### src/rtl/motion_bbox_extract_pkg.sv
// Shared widths, descriptor layout, FSM states and descriptor packing for motion_bbox_extract.
package bbox_pkg;

   localparam int X_W      = 11;
   localparam int Y_W      = 10;
   localparam int CNT_W    = 20;
   localparam int DESC_W   = 43;
   localparam int FLAG_BIT = 42;
   localparam int YMAX_LSB = 32;
   localparam int XMAX_LSB = 21;
   localparam int YMIN_LSB = 11;
   localparam int XMIN_LSB = 0;

   typedef enum logic [1:0] {
      S_IDLE  = 2'd0,
      S_FRAME = 2'd1,
      S_DONE  = 2'd2
   } state_t;

   // A cleared flag forces every coordinate field to zero.
   function automatic logic [DESC_W-1:0] pack_desc(
      input logic           flag,
      input logic [Y_W-1:0] ymax,
      input logic [X_W-1:0] xmax,
      input logic [Y_W-1:0] ymin,
      input logic [X_W-1:0] xmin
   );
      logic [DESC_W-1:0] d;
      d = {DESC_W{1'b0}};
      if (flag) begin
         d[FLAG_BIT]          = 1'b1;
         d[YMAX_LSB +: Y_W]   = ymax;
         d[XMAX_LSB +: X_W]   = xmax;
         d[YMIN_LSB +: Y_W]   = ymin;
         d[XMIN_LSB +: X_W]   = xmin;
      end else begin
         d = {DESC_W{1'b0}};
      end
      return d;
   endfunction

endpackage

### src/rtl/motion_bbox_extract_if.sv
// Mask pixel stream in, per-frame target descriptors out.
interface motion_bbox_extract_if;
   import bbox_pkg::*;

   logic              per_frame_vsync;
   logic              per_frame_href;
   logic              per_frame_clken;
   logic              per_img_bit;
   logic [DESC_W-1:0] target_pos_out1;
   logic [DESC_W-1:0] target_pos_out2;
   logic              target_pos_valid;

   modport master (
      output per_frame_vsync, per_frame_href, per_frame_clken, per_img_bit,
      input  target_pos_out1, target_pos_out2, target_pos_valid
   );

   modport slave (
      input  per_frame_vsync, per_frame_href, per_frame_clken, per_img_bit,
      output target_pos_out1, target_pos_out2, target_pos_valid
   );

endinterface

### src/rtl/motion_bbox_extract_accum.sv
// Min/max/count tracker for one column region; a clear coinciding with a hit loads that pixel.
module bbox_accum
   import bbox_pkg::*;
(
   input  logic             clk,
   input  logic             rst_n,
   input  logic             clr,
   input  logic             hit,
   input  logic [X_W-1:0]   x,
   input  logic [Y_W-1:0]   y,
   output logic [X_W-1:0]   xmin_r,
   output logic [X_W-1:0]   xmax_r,
   output logic [Y_W-1:0]   ymin_r,
   output logic [Y_W-1:0]   ymax_r,
   output logic [CNT_W-1:0] cnt_r
);

   // Accumulate extents and a saturating pixel count.
   always_ff @(posedge clk or negedge rst_n) begin
      if (!rst_n) begin
         xmin_r <= {X_W{1'b0}};
         xmax_r <= {X_W{1'b0}};
         ymin_r <= {Y_W{1'b0}};
         ymax_r <= {Y_W{1'b0}};
         cnt_r  <= {CNT_W{1'b0}};
      end else if (hit) begin
         if (clr || (cnt_r == {CNT_W{1'b0}})) begin
            xmin_r <= x;
            xmax_r <= x;
            ymin_r <= y;
            ymax_r <= y;
            cnt_r  <= {{(CNT_W-1){1'b0}}, 1'b1};
         end else begin
            if (x < xmin_r) xmin_r <= x;
            if (x > xmax_r) xmax_r <= x;
            if (y < ymin_r) ymin_r <= y;
            if (y > ymax_r) ymax_r <= y;
            if (cnt_r != {CNT_W{1'b1}}) cnt_r <= cnt_r + {{(CNT_W-1){1'b0}}, 1'b1};
         end
      end else if (clr) begin
         xmin_r <= {X_W{1'b0}};
         xmax_r <= {X_W{1'b0}};
         ymin_r <= {Y_W{1'b0}};
         ymax_r <= {Y_W{1'b0}};
         cnt_r  <= {CNT_W{1'b0}};
      end
   end

endmodule

### src/rtl/motion_bbox_extract.sv
// Per-frame two-region bounding-box extractor; results of frame N are published at its vsync fall.
// Optional box expansion and clamping is enabled by defining BBOX_MARGIN_EN.
module motion_bbox_extract
   import bbox_pkg::*;
#(
   parameter int IMG_HDISP = 1280,
   parameter int IMG_VDISP = 720,
   parameter int SPLIT_X   = 640,
   parameter int MIN_PIX   = 64,
   parameter int MARGIN_X  = 50,
   parameter int MARGIN_Y  = 20
) (
   input  logic                 clk,
   input  logic                 rst_n,
   motion_bbox_extract_if.slave bus
);

   localparam logic [X_W-1:0]   HMAX    = X_W'(IMG_HDISP - 1);
   localparam logic [X_W-1:0]   SPLIT_V = X_W'(SPLIT_X);
   localparam logic [CNT_W-1:0] MIN_CNT = CNT_W'(MIN_PIX);
`ifdef BBOX_MARGIN_EN
   localparam logic [Y_W-1:0]   VMAX    = Y_W'(IMG_VDISP - 1);
   localparam logic [X_W-1:0]   MX      = X_W'(MARGIN_X);
   localparam logic [Y_W-1:0]   MY      = Y_W'(MARGIN_Y);
`endif

   function automatic logic [DESC_W-1:0] make_desc(
      input logic [CNT_W-1:0] cnt,
      input logic [X_W-1:0]   xmin, xmax,
      input logic [Y_W-1:0]   ymin, ymax
   );
      logic           flag;
      logic [X_W-1:0] xlo, xhi;
      logic [Y_W-1:0] ylo, yhi;
      flag = (cnt >= MIN_CNT);
`ifdef BBOX_MARGIN_EN
      xlo = (xmin > MX) ? (xmin - MX) : {X_W{1'b0}};
      xhi = (xmax < (HMAX - MX)) ? (xmax + MX) : HMAX;
      ylo = (ymin > MY) ? (ymin - MY) : {Y_W{1'b0}};
      yhi = (ymax < (VMAX - MY)) ? (ymax + MY) : VMAX;
`else
      xlo = xmin;
      xhi = xmax;
      ylo = ymin;
      yhi = ymax;
`endif
      return pack_desc(flag, yhi, xhi, ylo, xlo);
   endfunction

   state_t            state_r;
   logic              vsync_d_r;
   logic              rise_pend_r;
   logic [X_W-1:0]    x_r;
   logic [Y_W-1:0]    y_r;
   logic [DESC_W-1:0] out1_r, out2_r;
   logic              valid_r;

   logic              rise_s, fall_s, start_s, fg_s, left_s;
   logic [DESC_W-1:0] desc1_s, desc2_s;
   logic [X_W-1:0]    xmin1_s, xmax1_s, xmin2_s, xmax2_s;
   logic [Y_W-1:0]    ymin1_s, ymax1_s, ymin2_s, ymax2_s;
   logic [CNT_W-1:0]  cnt1_s, cnt2_s;
   logic              unused_s;

   assign unused_s = ^{bus.per_frame_href, IMG_VDISP[0], MARGIN_X[0], MARGIN_Y[0]};

   // Edge detection, frame start and region split for the current pixel.
   always_comb begin
      rise_s  = bus.per_frame_vsync & ~vsync_d_r;
      fall_s  = ~bus.per_frame_vsync & vsync_d_r;
      start_s = (state_r == S_IDLE) & (rise_s | rise_pend_r);
      fg_s    = bus.per_frame_vsync & bus.per_frame_clken & bus.per_img_bit &
                (start_s | (state_r == S_FRAME));
      left_s  = (x_r < SPLIT_V);
      desc1_s = make_desc(cnt1_s, xmin1_s, xmax1_s, ymin1_s, ymax1_s);
      desc2_s = make_desc(cnt2_s, xmin2_s, xmax2_s, ymin2_s, ymax2_s);
   end

   // Raster position; x also returns to 0 on any cycle without a pixel strobe.
   always_ff @(posedge clk or negedge rst_n) begin
      if (!rst_n) begin
         x_r <= {X_W{1'b0}};
         y_r <= {Y_W{1'b0}};
      end else if (!bus.per_frame_vsync) begin
         x_r <= {X_W{1'b0}};
         y_r <= {Y_W{1'b0}};
      end else if (bus.per_frame_clken) begin
         if (x_r < HMAX) begin
            x_r <= x_r + {{(X_W-1){1'b0}}, 1'b1};
         end else begin
            x_r <= {X_W{1'b0}};
            y_r <= y_r + {{(Y_W-1){1'b0}}, 1'b1};
         end
      end else begin
         x_r <= {X_W{1'b0}};
      end
   end

   // Frame FSM with registered results. vsync_d resets high so a frame already running at reset release is skipped.
   always_ff @(posedge clk or negedge rst_n) begin
      if (!rst_n) begin
         state_r     <= S_IDLE;
         vsync_d_r   <= 1'b1;
         rise_pend_r <= 1'b0;
         out1_r      <= {DESC_W{1'b0}};
         out2_r      <= {DESC_W{1'b0}};
         valid_r     <= 1'b0;
      end else begin
         vsync_d_r <= bus.per_frame_vsync;
         case (state_r)
            S_IDLE: begin
               valid_r     <= 1'b0;
               rise_pend_r <= 1'b0;
               if (start_s) state_r <= S_FRAME;
            end
            S_FRAME: begin
               valid_r <= 1'b0;
               if (fall_s) state_r <= S_DONE;
            end
            S_DONE: begin
               out1_r      <= desc1_s;
               out2_r      <= desc2_s;
               valid_r     <= 1'b1;
               rise_pend_r <= rise_s;
               state_r     <= S_IDLE;
            end
            default: begin
               valid_r     <= 1'b0;
               rise_pend_r <= 1'b0;
               state_r     <= S_IDLE;
            end
         endcase
      end
   end

   bbox_accum u_acc_left (
      .clk(clk), .rst_n(rst_n), .clr(start_s), .hit(fg_s & left_s),
      .x(x_r), .y(y_r),
      .xmin_r(xmin1_s), .xmax_r(xmax1_s), .ymin_r(ymin1_s), .ymax_r(ymax1_s), .cnt_r(cnt1_s)
   );

   bbox_accum u_acc_right (
      .clk(clk), .rst_n(rst_n), .clr(start_s), .hit(fg_s & ~left_s),
      .x(x_r), .y(y_r),
      .xmin_r(xmin2_s), .xmax_r(xmax2_s), .ymin_r(ymin2_s), .ymax_r(ymax2_s), .cnt_r(cnt2_s)
   );

   assign bus.target_pos_out1  = out1_r;
   assign bus.target_pos_out2  = out2_r;
   assign bus.target_pos_valid = valid_r;

endmodule

### src/flat_wrapper.sv
// flat-port wrapper written by rule: the top's interface ports become plain ports
module motion_bbox_extract_flat import bbox_pkg::*;
#(
   parameter int IMG_HDISP = 1280,
   parameter int IMG_VDISP = 720,
   parameter int SPLIT_X   = 640,
   parameter int MIN_PIX   = 64,
   parameter int MARGIN_X  = 50,
   parameter int MARGIN_Y  = 20
)
  (clk, rst_n, bus_per_frame_vsync, bus_per_frame_href, bus_per_frame_clken, bus_per_img_bit, bus_target_pos_out1, bus_target_pos_out2, bus_target_pos_valid);
  motion_bbox_extract_if bus_i ();
  input  logic clk;
  input  logic rst_n;
  input wire logic [$bits(bus_i.per_frame_vsync)-1:0] bus_per_frame_vsync;
  input wire logic [$bits(bus_i.per_frame_href)-1:0] bus_per_frame_href;
  input wire logic [$bits(bus_i.per_frame_clken)-1:0] bus_per_frame_clken;
  input wire logic [$bits(bus_i.per_img_bit)-1:0] bus_per_img_bit;
  output wire logic [$bits(bus_i.target_pos_out1)-1:0] bus_target_pos_out1;
  output wire logic [$bits(bus_i.target_pos_out2)-1:0] bus_target_pos_out2;
  output wire logic [$bits(bus_i.target_pos_valid)-1:0] bus_target_pos_valid;
  assign bus_i.per_frame_vsync = bus_per_frame_vsync;
  assign bus_i.per_frame_href = bus_per_frame_href;
  assign bus_i.per_frame_clken = bus_per_frame_clken;
  assign bus_i.per_img_bit = bus_per_img_bit;
  assign bus_target_pos_out1 = bus_i.target_pos_out1;
  assign bus_target_pos_out2 = bus_i.target_pos_out2;
  assign bus_target_pos_valid = bus_i.target_pos_valid;
  motion_bbox_extract #(.IMG_HDISP(IMG_HDISP), .IMG_VDISP(IMG_VDISP), .SPLIT_X(SPLIT_X), .MIN_PIX(MIN_PIX), .MARGIN_X(MARGIN_X), .MARGIN_Y(MARGIN_Y)) u_core (.clk(clk), .rst_n(rst_n), .bus(bus_i));
endmodule
### config.mk
export PLATFORM = sky130hd
export DESIGN_NAME = motion_bbox_extract_flat
export DESIGN_NICKNAME = d
export VERILOG_FILES = /design/src/rtl/motion_bbox_extract_pkg.sv /design/src/rtl/motion_bbox_extract_if.sv /design/src/rtl/motion_bbox_extract_accum.sv /design/src/rtl/motion_bbox_extract.sv /design/src/flat_wrapper.sv
export SDC_FILE = /design/constraint.sdc
export NUM_CORES = 1
export LEC_CHECK = 0
export ABC_CLOCK_PERIOD_IN_PS = 2400
export CAP_MARGIN = 20
export CORE_MARGIN = 8
export CORE_UTILIZATION = 38
export CTS_CLUSTER_SIZE = 16
export DETAILED_ROUTE_END_ITERATION = 6
export HOLD_SLACK_MARGIN = 0.02
export PLACE_DENSITY = 0.58
export SYNTH_ARGS = -nofsm -noshare
export SYNTH_HDL_FRONTEND = slang
export SYNTH_HIERARCHICAL = 1
export SYNTH_SLANG_ARGS = --single-unit
### constraint.sdc
create_clock -name clk -period 2.4 [get_ports clk]
set_input_delay 0.48 -clock clk [delete_from_list [all_inputs] [get_ports clk]]
set_output_delay 0.48 -clock clk [all_outputs]
set_load 0.1 [all_outputs]
==> metrics <==
status finished clean; RR Endpoint u_core/u_acc_left/xmin_r[10]$_DFFE_PN0P_; Die ar. 37310 µm²; crit start category flop; fin cells between 1500 and 2000; Area contributors post-synth dfrtp_1 (49%), a22o_1 (12%), ha_1 (9.0%), inv_1 (3.0%), xor2_1 (2.6%); drt via density about 5.3; hold_sp bus_per_frame_vsync; post-synthesis cell type count between 50 and 60; max-cap viol count 0; Starting Density a little under two fifths; Worst slew margin 59.80%; crit path buf inv count 1; DR pass1 iterations 5; Root Driver clkbuf_16; layout cells sized above 1 24.67%; highest-delay cell along the critical path dfrtp_1; DRC Markers 0; largest net degree at the start of global routing 66; clock sink count between 200 and 250; Tightest Pin Transition around 0.6 ns; Final Setup Violations 0; Area after DPL between 10000 and 15000 µm²; Post-Layout Inst Area 15090 µm²; maximum clock path buffer count 3; most common flop cell mapped by yosys dfrtp_1; Synth top area share 49.31%; CTS tree yes; Routed Antenna Nets 0; flop and latch count out of synthesis 236; EDFF count, synth 0; initial antenna violation count 0; r2r startpoint u_core/x_r[10]$_DFF_PN0_; Syn Nets about 1200; # rows 65; Mapped Cells around 1100; critical path required time 2.87 ns; Final Cycle Share a little under 100%; kind of end point of the critical path flop; critical-path cell list buf_4 > ha_1 > nand4_1 > nor3_1 > o211ai_1 > a31oi_1 > or2_1 > a22o_1; vias slightly above 9000; cell taking the most area after synthesis dfrtp_1; Syn Area/Cell between 10 and 15 µm²; die height 193.2 µm; clk_skew about 0.013 ns; leak pwr 7.335 nW; DR iter-0 viols around 500; core footprint approximately 31000 µm²; IO Pins 93; CTS HTree Levels 1; Final Power approximately 9.7 mW; R2R depth 8; WL final between 30 and 40 mm; Die X 193.2 µm; sequential area share after synthesis 49.53%; Area Growth Syn to Fin 26.53%; Power Dens Cells around 640 nW/µm²; later-pin clock latency in the skew report ~0.54 ns; Worst-path clk slew roughly 0.060 ns; Max Fanout on Critical Path 11; TritonCTS buffer count 28; vias in the first global route slightly above 9000; Ant. Diodes 0; Port Buf Inserts 91; routed wire length per instance 18.54 µm; Final Core Density about 48%; Fmax achieved 0.4265 GHz; Ys Warns 6; Tot GR Track Use 17.08%; DP Cell Count ~1600; Hold WC Path Type in2reg; Post-Synthesis Cell Area ~12000 µm²; Final Max Tran Viols 0; Worst Hold Endpoint u_core/vsync_d_r$_DFF_PN1_; worst reg2reg setup slack roughly 0.055 ns; WHS ~0.46 ns; CP max stage delay about 0.46 ns; first-pass GRT wire length 50.93 mm; RSZ-0062 raised after global routing yes; Top delay family on crit path simple AND/OR/NAND/NOR gates; asr flop ratio synth between 90% and 100%; FF+latch area a little under 6000 µm²; Fill cells slightly below 3000; worst path arrival time around 2.8 ns; area of the multi-input gates ~5600 µm²; minimum clock period around 2.3 ns; worst vdd ir slightly below 0.0005 V; routability cong. 0.8325; DP HPWL around 23 mm; Hold Path Depth 2; critical path class reg2reg; grt total ovfl 0; NumNets Final 1371; Fin. Hold Viols 0
area by class of cell:
type	instances	share of cell area, %
clock inverter	16	1.609
timing repair buffer	219	11.47
multi-input combinational	699	36.94
sequential	236	39.17
inverter	95	2.363
tap	402	3.333
clock buffer	36	5.116
report_power, final:
| group | switching (mW) | leakage, nW | internal [mW] |
|---|---|---|---|
| Clock | 1.71 | 0.501 | 2.92 |
| Sequential | 0.0328 | 3.28 | 4.02 |
| Combinational | 0.616 | 3.55 | 0.367 |
| Total | 2.36 | 7.34 | 7.30 |
worst max-delay path by stage:
stage                               startpoint                                  endpoint  cells past startpoint
global route        u_core/vsync_d_r$_DFF_PN1_   u_core/u_acc_left/cnt_r[18]$_DFFE_PN0P_                     11
floorplan                  bus_per_frame_vsync   u_core/u_acc_left/cnt_r[18]$_DFFE_PN0P_                     12
CTS                 u_core/vsync_d_r$_DFF_PN1_   u_core/u_acc_left/ymin_r[5]$_DFFE_PN0P_                     11
global placement           bus_per_frame_vsync   u_core/u_acc_left/xmax_r[6]$_DFFE_PN0P_                      9
finish                u_core/x_r[10]$_DFF_PN0_  u_core/u_acc_left/xmin_r[10]$_DFFE_PN0P_                      8
detailed placement         bus_per_frame_vsync   u_core/u_acc_left/xmax_r[7]$_DFFE_PN0P_                      9
metrics by stage:
step / TNS, ns / worst slack, ns
floorplan: -0.1546 / -0.02421
global placement: -56.08 / -0.6881
detailed placement: -56.73 / -0.7255
CTS: 0 / 0.001568
global route: -0.1883 / -0.06632
finish: 0 / 0.05546
placed cells by master, fill, tap and decap left out, types with 9 or more instances in the layout:
master,synthesis,routed
and3_1,19,19
a22o_1,170,170
nor3_1,17,13
dfrtp_1,235,232
nor4_1,12,10
ha_1,86,86
and4_1,11,11
o31ai_1,11,10
clkbuf_16,0,29
xnor2_1,9,9
nand2_1,51,51
buf_4,3,207
nand3_1,21,21
nand4_1,33,33
nor2_1,63,62
o21ai_0,12,12
a21oi_1,28,28
inv_1,94,94
xor2_1,35,35
flip-flops by register name, summed over array words and instances, names as in the netlist:
register,flops
u_core/u_acc_right/xmax_r,11
u_core/x_r,11
u_core/u_acc_right/ymin_r,10
u_core/bus.target_pos_out1,43
u_core/u_acc_right/xmin_r,11
u_core/bus.target_pos_out2,43
u_core/bus.target_pos_valid,1
u_core/u_acc_left/ymax_r,10
u_core/u_acc_right/ymax_r,10
u_core/y_r,10
u_core/u_acc_left/xmin_r,11
u_core/vsync_d_r,1
u_core/u_acc_left/xmax_r,11
u_core/u_acc_left/ymin_r,10
u_core/u_acc_left/cnt_r,20
u_core/state_r,2
u_core/rise_pend_r,1
u_core/u_acc_right/cnt_r,20
per-layer routing:
metal  vias to the layer above  GRT usage [%]  wire length [µm]
met1                      4530          23.42             14980
met2                       152          27.10             14460
met5                         -              0                 0
li1                       4374              -                 -
met4                         0          5.237               798
met3                        47          3.237              1327
synth_stat cells (11+ instances only):
cell      number
nor3_1        17
nand4_1       33
nand2_1       51
xor2_1        35
nor2_1        63
a22o_1       170
o31ai_1       11
buf_2         21
and3_1        19
ha_1          86
and4_1        11
clkbuf_1      12
o21ai_0       12
inv_1         94
a21oi_1       28
nand3_1       21
nor4_1        12
dfrtp_1      235
cells by family after synthesis:
kind of cell | synth area share, %
simple gates | 13.65
compound gates | 19.38
flops | 49.53
buf+inv | 5.183
fa+ha+maj | 9.023
xor+xnor | 3.232
repair_timing:
action / CTS / global route
pin swaps: 1 / 2
hold buffers: 1 / 0
endpoints found under the hold margin: 58 / 0
resized for setup: 6 / 27
setup endpoints to repair: 53 / 80
buffers inserted: 2 / 0
No activity file was read; power rests on OpenSTA's default activity.
